**config.mk**
```make
export PLATFORM = sky130hd
export DESIGN_NAME = spi_flash_erase_ctrl_flat
export DESIGN_NICKNAME = d
export VERILOG_FILES = /design/src/rtl/spi_flash_pkg.sv /design/src/rtl/spi_flash_erase_ctrl_if.sv /design/src/rtl/spi_shift_engine.sv /design/src/rtl/spi_flash_erase_ctrl.sv /design/src/flat_wrapper.sv
export SDC_FILE = /design/constraint.sdc
export NUM_CORES = 1
export LEC_CHECK = 0
export CORE_MARGIN = 1
export CORE_UTILIZATION = 40
export DETAILED_ROUTE_END_ITERATION = 12
export PLACE_DENSITY_LB_ADDON = 0.12
export SLEW_MARGIN = 20
export SYNTH_ARGS = -nofsm -noshare
export SYNTH_HDL_FRONTEND = slang
export SYNTH_SLANG_ARGS = --single-unit
```
**constraint.sdc**
```tcl
create_clock -name sys_clk -period 2.16 [get_ports sys_clk]
set_input_delay 0.648 -clock sys_clk [delete_from_list [all_inputs] [get_ports sys_clk]]
set_output_delay 0.648 -clock sys_clk [all_outputs]
set_load 0.005 [all_outputs]
```
**src/rtl/spi_flash_pkg.sv**
```systemverilog
// Shared opcodes, FSM state encoding and frame helpers for the SPI NOR erase controller.
package spi_flash_pkg;

  localparam logic [7:0] OP_WREN = 8'h06;
  localparam logic [7:0] OP_BE   = 8'hC7;
  localparam logic [7:0] OP_SE   = 8'hD8;
  localparam logic [7:0] OP_RDSR = 8'h05;

  localparam int FRAME_BITS = 32;
  localparam int NBITS_W    = 6;

  typedef enum logic [2:0] {
    ST_IDLE  = 3'd0,
    ST_WREN  = 3'd1,
    ST_GAP_A = 3'd2,
    ST_ERASE = 3'd3,
    ST_GAP_B = 3'd4,
    ST_POLL  = 3'd5,
    ST_GAP_P = 3'd6,
    ST_FIN   = 3'd7
  } state_e;

  // Frames are left-aligned: the opcode always leaves first.
  function automatic logic [31:0] frame_word(input logic [7:0] op, input logic [23:0] tail);
    return {op, tail};
  endfunction

endpackage

```
**src/rtl/spi_flash_erase_ctrl_if.sv**
```systemverilog
// Upstream request/status handshake plus the flash pins, bundled for the erase controller.
interface spi_flash_erase_ctrl_if;

  logic        start;
  logic        sector_mode;
  logic [23:0] addr;
  logic        busy;
  logic        done;
  logic        timeout;

  logic        cs_n;
  logic        sck;
  logic        mosi;
  logic        miso;

  modport master (
    output start, sector_mode, addr, miso,
    input  busy, done, timeout, cs_n, sck, mosi
  );

  modport slave (
    input  start, sector_mode, addr, miso,
    output busy, done, timeout, cs_n, sck, mosi
  );

endinterface

```
**src/rtl/spi_shift_engine.sv**
```systemverilog
// Mode-3 SPI frame engine: one go pulse shifts nbits of tx_data MSB-first and samples miso.
module spi_shift_engine #(
  parameter int CLK_DIV  = 2,
  parameter int MAX_BITS = 32
) (
  input  logic                               clk,
  input  logic                               rst_n,
  input  logic                               go,
  input  logic [$clog2(MAX_BITS + 1) - 1:0]  nbits,
  input  logic [MAX_BITS - 1:0]              tx_data,
  input  logic                               miso,
  output logic                               cs_n,
  output logic                               sck,
  output logic                               mosi,
  output logic [7:0]                         rx_data,
  output logic                               done
);

  localparam int NBW = $clog2(MAX_BITS + 1);
  localparam int HW  = NBW + 1;
  localparam int DW  = (CLK_DIV > 1) ? $clog2(CLK_DIV) : 1;
  localparam logic [DW-1:0] DIV_LAST = DW'(CLK_DIV - 1);

  logic                active_r;
  logic [DW-1:0]       div_r;
  logic [HW-1:0]       half_r;
  logic [HW-1:0]       last_half_r;
  logic [MAX_BITS-1:0] shift_r;
  logic [7:0]          rx_r;
  logic                cs_n_r;
  logic                sck_r;
  logic                mosi_r;

  logic                div_wrap_s;
  logic                last_half_s;
  logic [HW-1:0]       half_nxt_s;

  assign div_wrap_s  = (div_r == DIV_LAST);
  assign last_half_s = (half_r == last_half_r);
  assign half_nxt_s  = half_r + HW'(1'b1);

  assign done    = active_r & div_wrap_s & last_half_s;
  assign cs_n    = cs_n_r;
  assign sck     = sck_r;
  assign mosi    = mosi_r;
  assign rx_data = rx_r;

  // Half-period sequencer: odd halves drive SCK low and present data, even halves raise SCK and sample.
  always_ff @(posedge clk or negedge rst_n) begin
    if (!rst_n) begin
      active_r    <= 1'b0;
      div_r       <= '0;
      half_r      <= '0;
      last_half_r <= '0;
      shift_r     <= '0;
      rx_r        <= 8'h00;
      cs_n_r      <= 1'b1;
      sck_r       <= 1'b1;
      mosi_r      <= 1'b0;
    end else if (!active_r) begin
      if (go) begin
        active_r    <= 1'b1;
        cs_n_r      <= 1'b0;
        div_r       <= '0;
        half_r      <= '0;
        last_half_r <= {nbits, 1'b0};
        shift_r     <= tx_data;
      end
    end else if (div_wrap_s) begin
      div_r <= '0;
      if (last_half_s) begin
        // Trailing half keeps cs_n low one more half-period after the final rising edge.
        active_r <= 1'b0;
        cs_n_r   <= 1'b1;
      end else begin
        half_r <= half_nxt_s;
        if (half_nxt_s[0]) begin
          sck_r   <= 1'b0;
          mosi_r  <= shift_r[MAX_BITS-1];
          shift_r <= {shift_r[MAX_BITS-2:0], 1'b0};
        end else begin
          sck_r <= 1'b1;
          rx_r  <= {rx_r[6:0], miso};
        end
      end
    end else begin
      div_r <= div_r + DW'(1'b1);
    end
  end

endmodule

```
**src/rtl/spi_flash_erase_ctrl.sv**
```systemverilog
// Erase sequencer: WREN, bulk or sector erase, then RDSR polling until WIP clears or the budget runs out.
module spi_flash_erase_ctrl
  import spi_flash_pkg::*;
#(
  parameter int CLK_DIV  = 2,
  parameter int CS_GAP   = 8,
  parameter int POLL_MAX = 65535
) (
  input  logic                   sys_clk,
  input  logic                   rst_n,
  spi_flash_erase_ctrl_if.slave  bus
);

  localparam int GW = (CS_GAP > 1) ? $clog2(CS_GAP) : 1;
  localparam int PW = $clog2(POLL_MAX + 1);
  localparam logic [GW-1:0] GAP_LAST   = GW'(CS_GAP - 1);
  localparam logic [PW-1:0] POLL_LIMIT = PW'(POLL_MAX);

  state_e               state_r;
  logic                 sector_r;
  logic [23:0]          addr_r;
  logic [GW-1:0]        gap_cnt_r;
  logic [PW-1:0]        poll_cnt_r;
  logic                 busy_r;
  logic                 done_r;
  logic                 timeout_r;

  logic                 go_s;
  logic [NBITS_W-1:0]   nbits_s;
  logic [FRAME_BITS-1:0] tx_s;
  logic                 gap_end_s;
  logic [PW-1:0]        poll_nxt_s;
  logic                 eng_done_s;
  logic [7:0]           rx_s;
  logic                 cs_n_s;
  logic                 sck_s;
  logic                 mosi_s;
  logic                 unused_status_s;

  assign gap_end_s       = (gap_cnt_r == GAP_LAST);
  assign poll_nxt_s      = (poll_cnt_r == POLL_LIMIT) ? poll_cnt_r : poll_cnt_r + PW'(1'b1);
  assign unused_status_s = ^rx_s[7:1];

  assign bus.busy    = busy_r;
  assign bus.done    = done_r;
  assign bus.timeout = timeout_r;
  assign bus.cs_n    = cs_n_s;
  assign bus.sck     = sck_s;
  assign bus.mosi    = mosi_s;

  // Frame launch: issued from IDLE or the last gap cycle so cs_n falls on the very next cycle.
  always_comb begin
    go_s    = 1'b0;
    nbits_s = 6'd8;
    tx_s    = frame_word(OP_WREN, 24'h000000);
    case (state_r)
      ST_IDLE: begin
        go_s = bus.start;
      end
      ST_GAP_A: begin
        go_s = gap_end_s;
        if (sector_r) begin
          nbits_s = 6'd32;
          tx_s    = frame_word(OP_SE, addr_r);
        end else begin
          nbits_s = 6'd8;
          tx_s    = frame_word(OP_BE, 24'h000000);
        end
      end
      ST_GAP_B, ST_GAP_P: begin
        go_s    = gap_end_s;
        nbits_s = 6'd16;
        tx_s    = frame_word(OP_RDSR, 24'h000000);
      end
      default: begin
        go_s = 1'b0;
      end
    endcase
  end

  // Sequencer FSM with gap/poll counters, request latches and registered status outputs.
  always_ff @(posedge sys_clk or negedge rst_n) begin
    if (!rst_n) begin
      state_r    <= ST_IDLE;
      sector_r   <= 1'b0;
      addr_r     <= 24'h000000;
      gap_cnt_r  <= '0;
      poll_cnt_r <= '0;
      busy_r     <= 1'b0;
      done_r     <= 1'b0;
      timeout_r  <= 1'b0;
    end else begin
      done_r <= 1'b0;
      case (state_r)
        ST_IDLE: begin
          if (bus.start) begin
            sector_r   <= bus.sector_mode;
            addr_r     <= bus.addr;
            timeout_r  <= 1'b0;
            poll_cnt_r <= '0;
            busy_r     <= 1'b1;
            state_r    <= ST_WREN;
          end
        end
        ST_WREN: begin
          if (eng_done_s) begin
            gap_cnt_r <= '0;
            state_r   <= ST_GAP_A;
          end
        end
        ST_GAP_A: begin
          if (gap_end_s) begin
            state_r <= ST_ERASE;
          end else begin
            gap_cnt_r <= gap_cnt_r + GW'(1'b1);
          end
        end
        ST_ERASE: begin
          if (eng_done_s) begin
            gap_cnt_r <= '0;
            state_r   <= ST_GAP_B;
          end
        end
        ST_GAP_B, ST_GAP_P: begin
          if (gap_end_s) begin
            state_r <= ST_POLL;
          end else begin
            gap_cnt_r <= gap_cnt_r + GW'(1'b1);
          end
        end
        ST_POLL: begin
          if (eng_done_s) begin
            poll_cnt_r <= poll_nxt_s;
            // WIP clear wins over an exhausted budget on the same poll.
            if (!rx_s[0]) begin
              state_r <= ST_FIN;
            end else if (poll_nxt_s == POLL_LIMIT) begin
              timeout_r <= 1'b1;
              state_r   <= ST_FIN;
            end else begin
              gap_cnt_r <= '0;
              state_r   <= ST_GAP_P;
            end
          end
        end
        ST_FIN: begin
          done_r  <= 1'b1;
          busy_r  <= 1'b0;
          state_r <= ST_IDLE;
        end
        default: begin
          state_r <= ST_IDLE;
        end
      endcase
    end
  end

  spi_shift_engine #(
    .CLK_DIV  (CLK_DIV),
    .MAX_BITS (FRAME_BITS)
  ) u_engine (
    .clk     (sys_clk),
    .rst_n   (rst_n),
    .go      (go_s),
    .nbits   (nbits_s),
    .tx_data (tx_s),
    .miso    (bus.miso),
    .cs_n    (cs_n_s),
    .sck     (sck_s),
    .mosi    (mosi_s),
    .rx_data (rx_s),
    .done    (eng_done_s)
  );

endmodule
```
**src/flat_wrapper.sv**
```systemverilog
// flat-port wrapper written by rule: the top's interface ports become plain ports
module spi_flash_erase_ctrl_flat import spi_flash_pkg::*;
#(
  parameter int CLK_DIV  = 2,
  parameter int CS_GAP   = 8,
  parameter int POLL_MAX = 65535
)
  (sys_clk, rst_n, bus_start, bus_sector_mode, bus_addr, bus_miso, bus_busy, bus_done, bus_timeout, bus_cs_n, bus_sck, bus_mosi);
  spi_flash_erase_ctrl_if bus_i ();
  input  logic sys_clk;
  input  logic rst_n;
  input wire logic [$bits(bus_i.start)-1:0] bus_start;
  input wire logic [$bits(bus_i.sector_mode)-1:0] bus_sector_mode;
  input wire logic [$bits(bus_i.addr)-1:0] bus_addr;
  input wire logic [$bits(bus_i.miso)-1:0] bus_miso;
  output wire logic [$bits(bus_i.busy)-1:0] bus_busy;
  output wire logic [$bits(bus_i.done)-1:0] bus_done;
  output wire logic [$bits(bus_i.timeout)-1:0] bus_timeout;
  output wire logic [$bits(bus_i.cs_n)-1:0] bus_cs_n;
  output wire logic [$bits(bus_i.sck)-1:0] bus_sck;
  output wire logic [$bits(bus_i.mosi)-1:0] bus_mosi;
  assign bus_i.start = bus_start;
  assign bus_i.sector_mode = bus_sector_mode;
  assign bus_i.addr = bus_addr;
  assign bus_i.miso = bus_miso;
  assign bus_busy = bus_i.busy;
  assign bus_done = bus_i.done;
  assign bus_timeout = bus_i.timeout;
  assign bus_cs_n = bus_i.cs_n;
  assign bus_sck = bus_i.sck;
  assign bus_mosi = bus_i.mosi;
  spi_flash_erase_ctrl #(.CLK_DIV(CLK_DIV), .CS_GAP(CS_GAP), .POLL_MAX(POLL_MAX)) u_core (.sys_clk(sys_clk), .rst_n(rst_n), .bus(bus_i));
endmodule
```
==> reports/results.env <==
MAXCLOCKFREQUENCY_MHz=454.1
HP-CLASS='in -> async'
ANTENNA_CELLS_INSERTED=0
AGGREGATE_ROUTED_WIRE_LENGTH_UM=11150
POST-ROUTE-UTIL=0.5313
LAYOUT-DRIVE-GT1-SHARE=0.1821
DESIGN_AREA_UM2=6118
POWER_LEAKAGE_uW=0.002687
AREA_GROWTH_PCT=28.18
POST-ROUTE-PERIOD-UTIL=1.019
POST_SYNTHESIS_INSTANCE_TOTAL=523
FINALHOLDWORSTSLACK_NS=0.1586
NUMCTSBUFFERS=9
LAYOUTNONFILLERINSTCOUNT=747
FILLERS=1054
FINAL_NETS=633
FINAL.SETUP_SKEW_NS=0.006894
GRT_START_MAX_NET_PINS=46
ROUTED_WIRE_LENGTH_PER_INSTANCE_UM=14.93
CAP_VIOL_MAX_COUNT=0
DRT_ITER0_DRC=227
FINAL_WORST_SETUP_SLACK_NS=-0.04212
SYNTH-SEQ-CELLS=98
CRITPATHLAUNCHTYPE='flop'
SYNTH_SEQ_AREA_SHARE=0.5143
PLACE_CONGESTION=0.8691
CRITPATHMAXSTAGEDELAY_NS=0.57
NETLIST.TOP_CELL.BY_AREA='dfrtp_1'
CLK_PIN_SLEW_WORST_PATHS_NS=0.07
YS_TYPES=54
SLOWEST_STAGE='or4_4'
DIEWIDTH_UM=111.2
NUMBER_OF_ANTENNA_VIOLATIONS_AT_THE_FIRST_CHECK_IN_GLOBAL_ROUTING=0
DP_SLACK_NS=-0.4293
NUM_CLOCK_SINKS=98
DRT_PRE_ANTENNA_ITERS=9
CP_DATA_REQUIRED_TIME_NS=2.42
DP.FINAL_HPWL_UM=7609
SYNTH_AREA_UM2=4773
TOTAL_NUMBER_OF_PLACEMENT_ROWS=39
DIE_H_UM=111.2
YOSYS_MOST_USED_DFF='dfrtp_1'
NUMBER_OF_ANTENNA_VIOLATING_NETS_IN_THE_ROUTED_DESIGN=0
YOSYSTOPAREACELLSHARE=0.5033
WORST-PATH-MAX-FANOUT=5
CELL_TOTAL_AFTER_PLACEMENT=729
VIOLATIONS_IN_THE_FINAL_REPORTS='design-rule violations, negative setup slack'
SYNTHESIS.NETS=557
SETUP_VIOL=2
POST_PLACE_INSTANCE_AREA_UM2=5729
YS.WARNINGS.COUNT=0
NUMBER_OF_GLOBAL_ROUTE_VIAS_BEFORE_REPAIR=3977
P_PER_AREA_nW_PER_UM2=1137
IO_BUFFER_COUNT=34
FINALHOLDVIOLCOUNT=0
CTS.ROOT.BUFFER_CELL='clkbuf_16'
DRV_SLEW=0
INITIAL_CORE_UTIL=0.4145
VDD_IR_DROP_MAX_mV=0.4294
GRT_OVERFLOW_TOTAL=0
GRT_USAGE=0.1921
WORSTSKEWPAIRLATENCY_NS=0.35
TRITONCTS_CLOCK_TREE='built'
ARRIVAL_NS=2.46
WORSTSETUPENDPOINTTYPE='flop'
GRT_PASS1_WL_UM=19000
NUM_VIAS=4021
DOMINANT_CELLS_BY_AREA_AFTER_SYNTHESIS='dfrtp_1 50%, nand2_1 11%, o21ai_0 6.0%'
PATH_CLASS='reg -> reg'
HTREE_LEVELS=3
DRC=2
SLEW_WORST_PIN_NS=0.4359
YS_ASYNC_SR_FRACTION=1.000
CTS_BUFFER_DEPTH=2
SYNTH_EDF_COUNT=0
RSZ0062_AT_GRT='true'
FINAL.MIN_CLOCK_PERIOD_NS=2.202
SYN_AVG_CELL_AREA_UM2=9.127
ROUTED_VIAS_INST=5.383
PIN_COUNT=35
CORE_REGION_AREA_UM2=11520
DESIGN.DIE.AREA_UM2=12370
WORSTPATHCELLLIST='ha_2 > and3_4 > a31oi_4 > or4_4 > a211oi_4 > o2111ai_4 > o41ai_2'
TIMING.SLEW.HEADROOM=0.7071
STATUS='complete, but fails checks'
sequential cells by signal, indices dropped and copies added (netlist names), 3 cells and up:
register and flops:
u_core.u_engine.shift_r 32, u_core.poll_cnt_r 16, u_core.gap_cnt_r 3, u_core.u_engine.half_r 7, u_core.addr_r 24, u_core.u_engine.last_half_r 3, u_core.state_r 3
cell usage after synthesis (all sizes together), types with 3 or more instances:
| master | instances |
|---|---|
| xor2 | 3 |
| nand2 | 134 |
| ha | 5 |
| nor3b | 3 |
| dfrtp | 96 |
| a31oi | 7 |
| mux2 | 5 |
| and2 | 4 |
| o31ai | 5 |
| a21o | 4 |
| nor4 | 4 |
| nor2 | 26 |
| buf | 7 |
| a41oi | 3 |
| nand4 | 9 |
| or3 | 4 |
| and4 | 4 |
| nand2b | 3 |
| inv | 9 |
| a211oi | 5 |
| nor3 | 5 |
| nand3 | 9 |
| and3 | 3 |
| a22o | 3 |
| clkbuf | 24 |
| xnor2 | 6 |
| mux2i | 5 |
| o21ai | 57 |
| a21oi | 23 |
| a22oi | 24 |
timing repair:
| item | CTS | global route |
|---|---|---|
| pin swaps | 6 | 1 |
| setup buffers | 1 | 1 |
| hold buffers | 0 | 0 |
| resized for setup | 8 | 8 |
| setup endpoints to repair | 8 | 49 |
placed cells by master, fill, tap and decap left out, types with 3 or more instances in the layout:
master,count
a211oi_1,3
a21o_1,4
a21oi_1,23
a22o_1,3
a22oi_1,24
a31oi_1,6
and2_1,4
and4_1,3
buf_12,7
buf_4,56
clkbuf_16,9
clkdlybuf4s50_1,32
dfrtp_1,96
ha_1,4
inv_1,9
mux2_2,5
mux2i_1,5
nand2_1,134
nand2b_1,3
nand3_1,8
nand4_1,7
nor2_1,25
nor3_1,5
o21ai_0,55
o31ai_1,5
or3_1,4
xnor2_1,6
xor2_1,3
power breakdown:
group          switching [uW]  total [uW]  internal [uW]
Sequential                490        3030           2540
Combinational            1210        2350           1140
Clock                     729        1580            849
path summary, 6_finish.rpt:
kind | startpoint | end | slack [ns] | cells after the start
worst max-delay path | u_core.poll_cnt_r[0]$_DFFE_PN0P_ | u_core.bus.timeout$_DFFE_PN0P_ | -0.04 | 7
worst min-delay path | rst_n | u_core.u_engine.half_r[3]$_DFFE_PN0P_ | 0.16 | 1
worst max register to register | u_core.poll_cnt_r[0]$_DFFE_PN0P_ | u_core.bus.timeout$_DFFE_PN0P_ | -0.04 | 7
worst min register to register | u_core.addr_r[15]$_DFFE_PN0P_ | u_core.addr_r[15]$_DFFE_PN0P_ | 0.48 | 2
max in group asynchronous | rst_n | u_core.u_engine.sck$_DFFE_PN1P_ | 1.48 | 2
min in group sys_clk | u_core.addr_r[15]$_DFFE_PN0P_ | u_core.addr_r[15]$_DFFE_PN0P_ | 0.48 | 2
cell type report:
type                            instances  area [um^2]  share of cell area
Clock inverter                          5        37.54            0.006135
Inverter                                9        33.78            0.005521
Multi-Input combinational cell        385         2271              0.3712
Tap cell                              143        178.9             0.02924
Timing Repair Buffer                   96        889.6              0.1454
Sequential cell                        98         2455              0.4012
Clock buffer                           11        252.7             0.04131
critical path: cells and delay by family, from the launching register on:
family,cells,cell delay (ns)
AO/OA/AOI/OAI,4,0.77
adder cells (fa/ha/maj),1,0.21
flip-flops,1,0.36
AND/OR/NAND/NOR,2,0.78
kinds of logic (layout without fill, tap and decap cells):
| family | after synthesis | in the layout | share of synthesized area |
|---|---|---|---|
| AO/OA/AOI/OAI | 143 | 143 | 0.1879 |
| multiplexers | 10 | 10 | 0.02228 |
| XOR/XNOR | 9 | 9 | 0.01651 |
| adder cells (fa/ha/maj) | 5 | 5 | 0.01311 |
| flip-flops | 98 | 98 | 0.5143 |
| AND/OR/NAND/NOR | 218 | 218 | 0.2110 |
| buffers and inverters | 40 | 121 | 0.03486 |
through the flow:
stage          TNS [ns]  total power [uW]
6_report       -0.05174              6959
5_1_grt         -0.6506              7481
4_1_cts        -0.04080              6958
3_5_place_dp     -17.88              5315
3_3_place_gp     -16.62              5236
2_1_floorplan   -0.1815              4371
routing by layer:
metal  wire, um  part of all wire  up-vias  global-route usage
met3        381             0.034       16             0.04210
met4        199             0.018        0             0.07748
li1           -                 -     2001                   -
met2       5143              0.46       69              0.3021
met1       5429              0.49     1935              0.2572
met5          0                 0        -                   0
No activity file was read; power rests on OpenSTA's default activity.
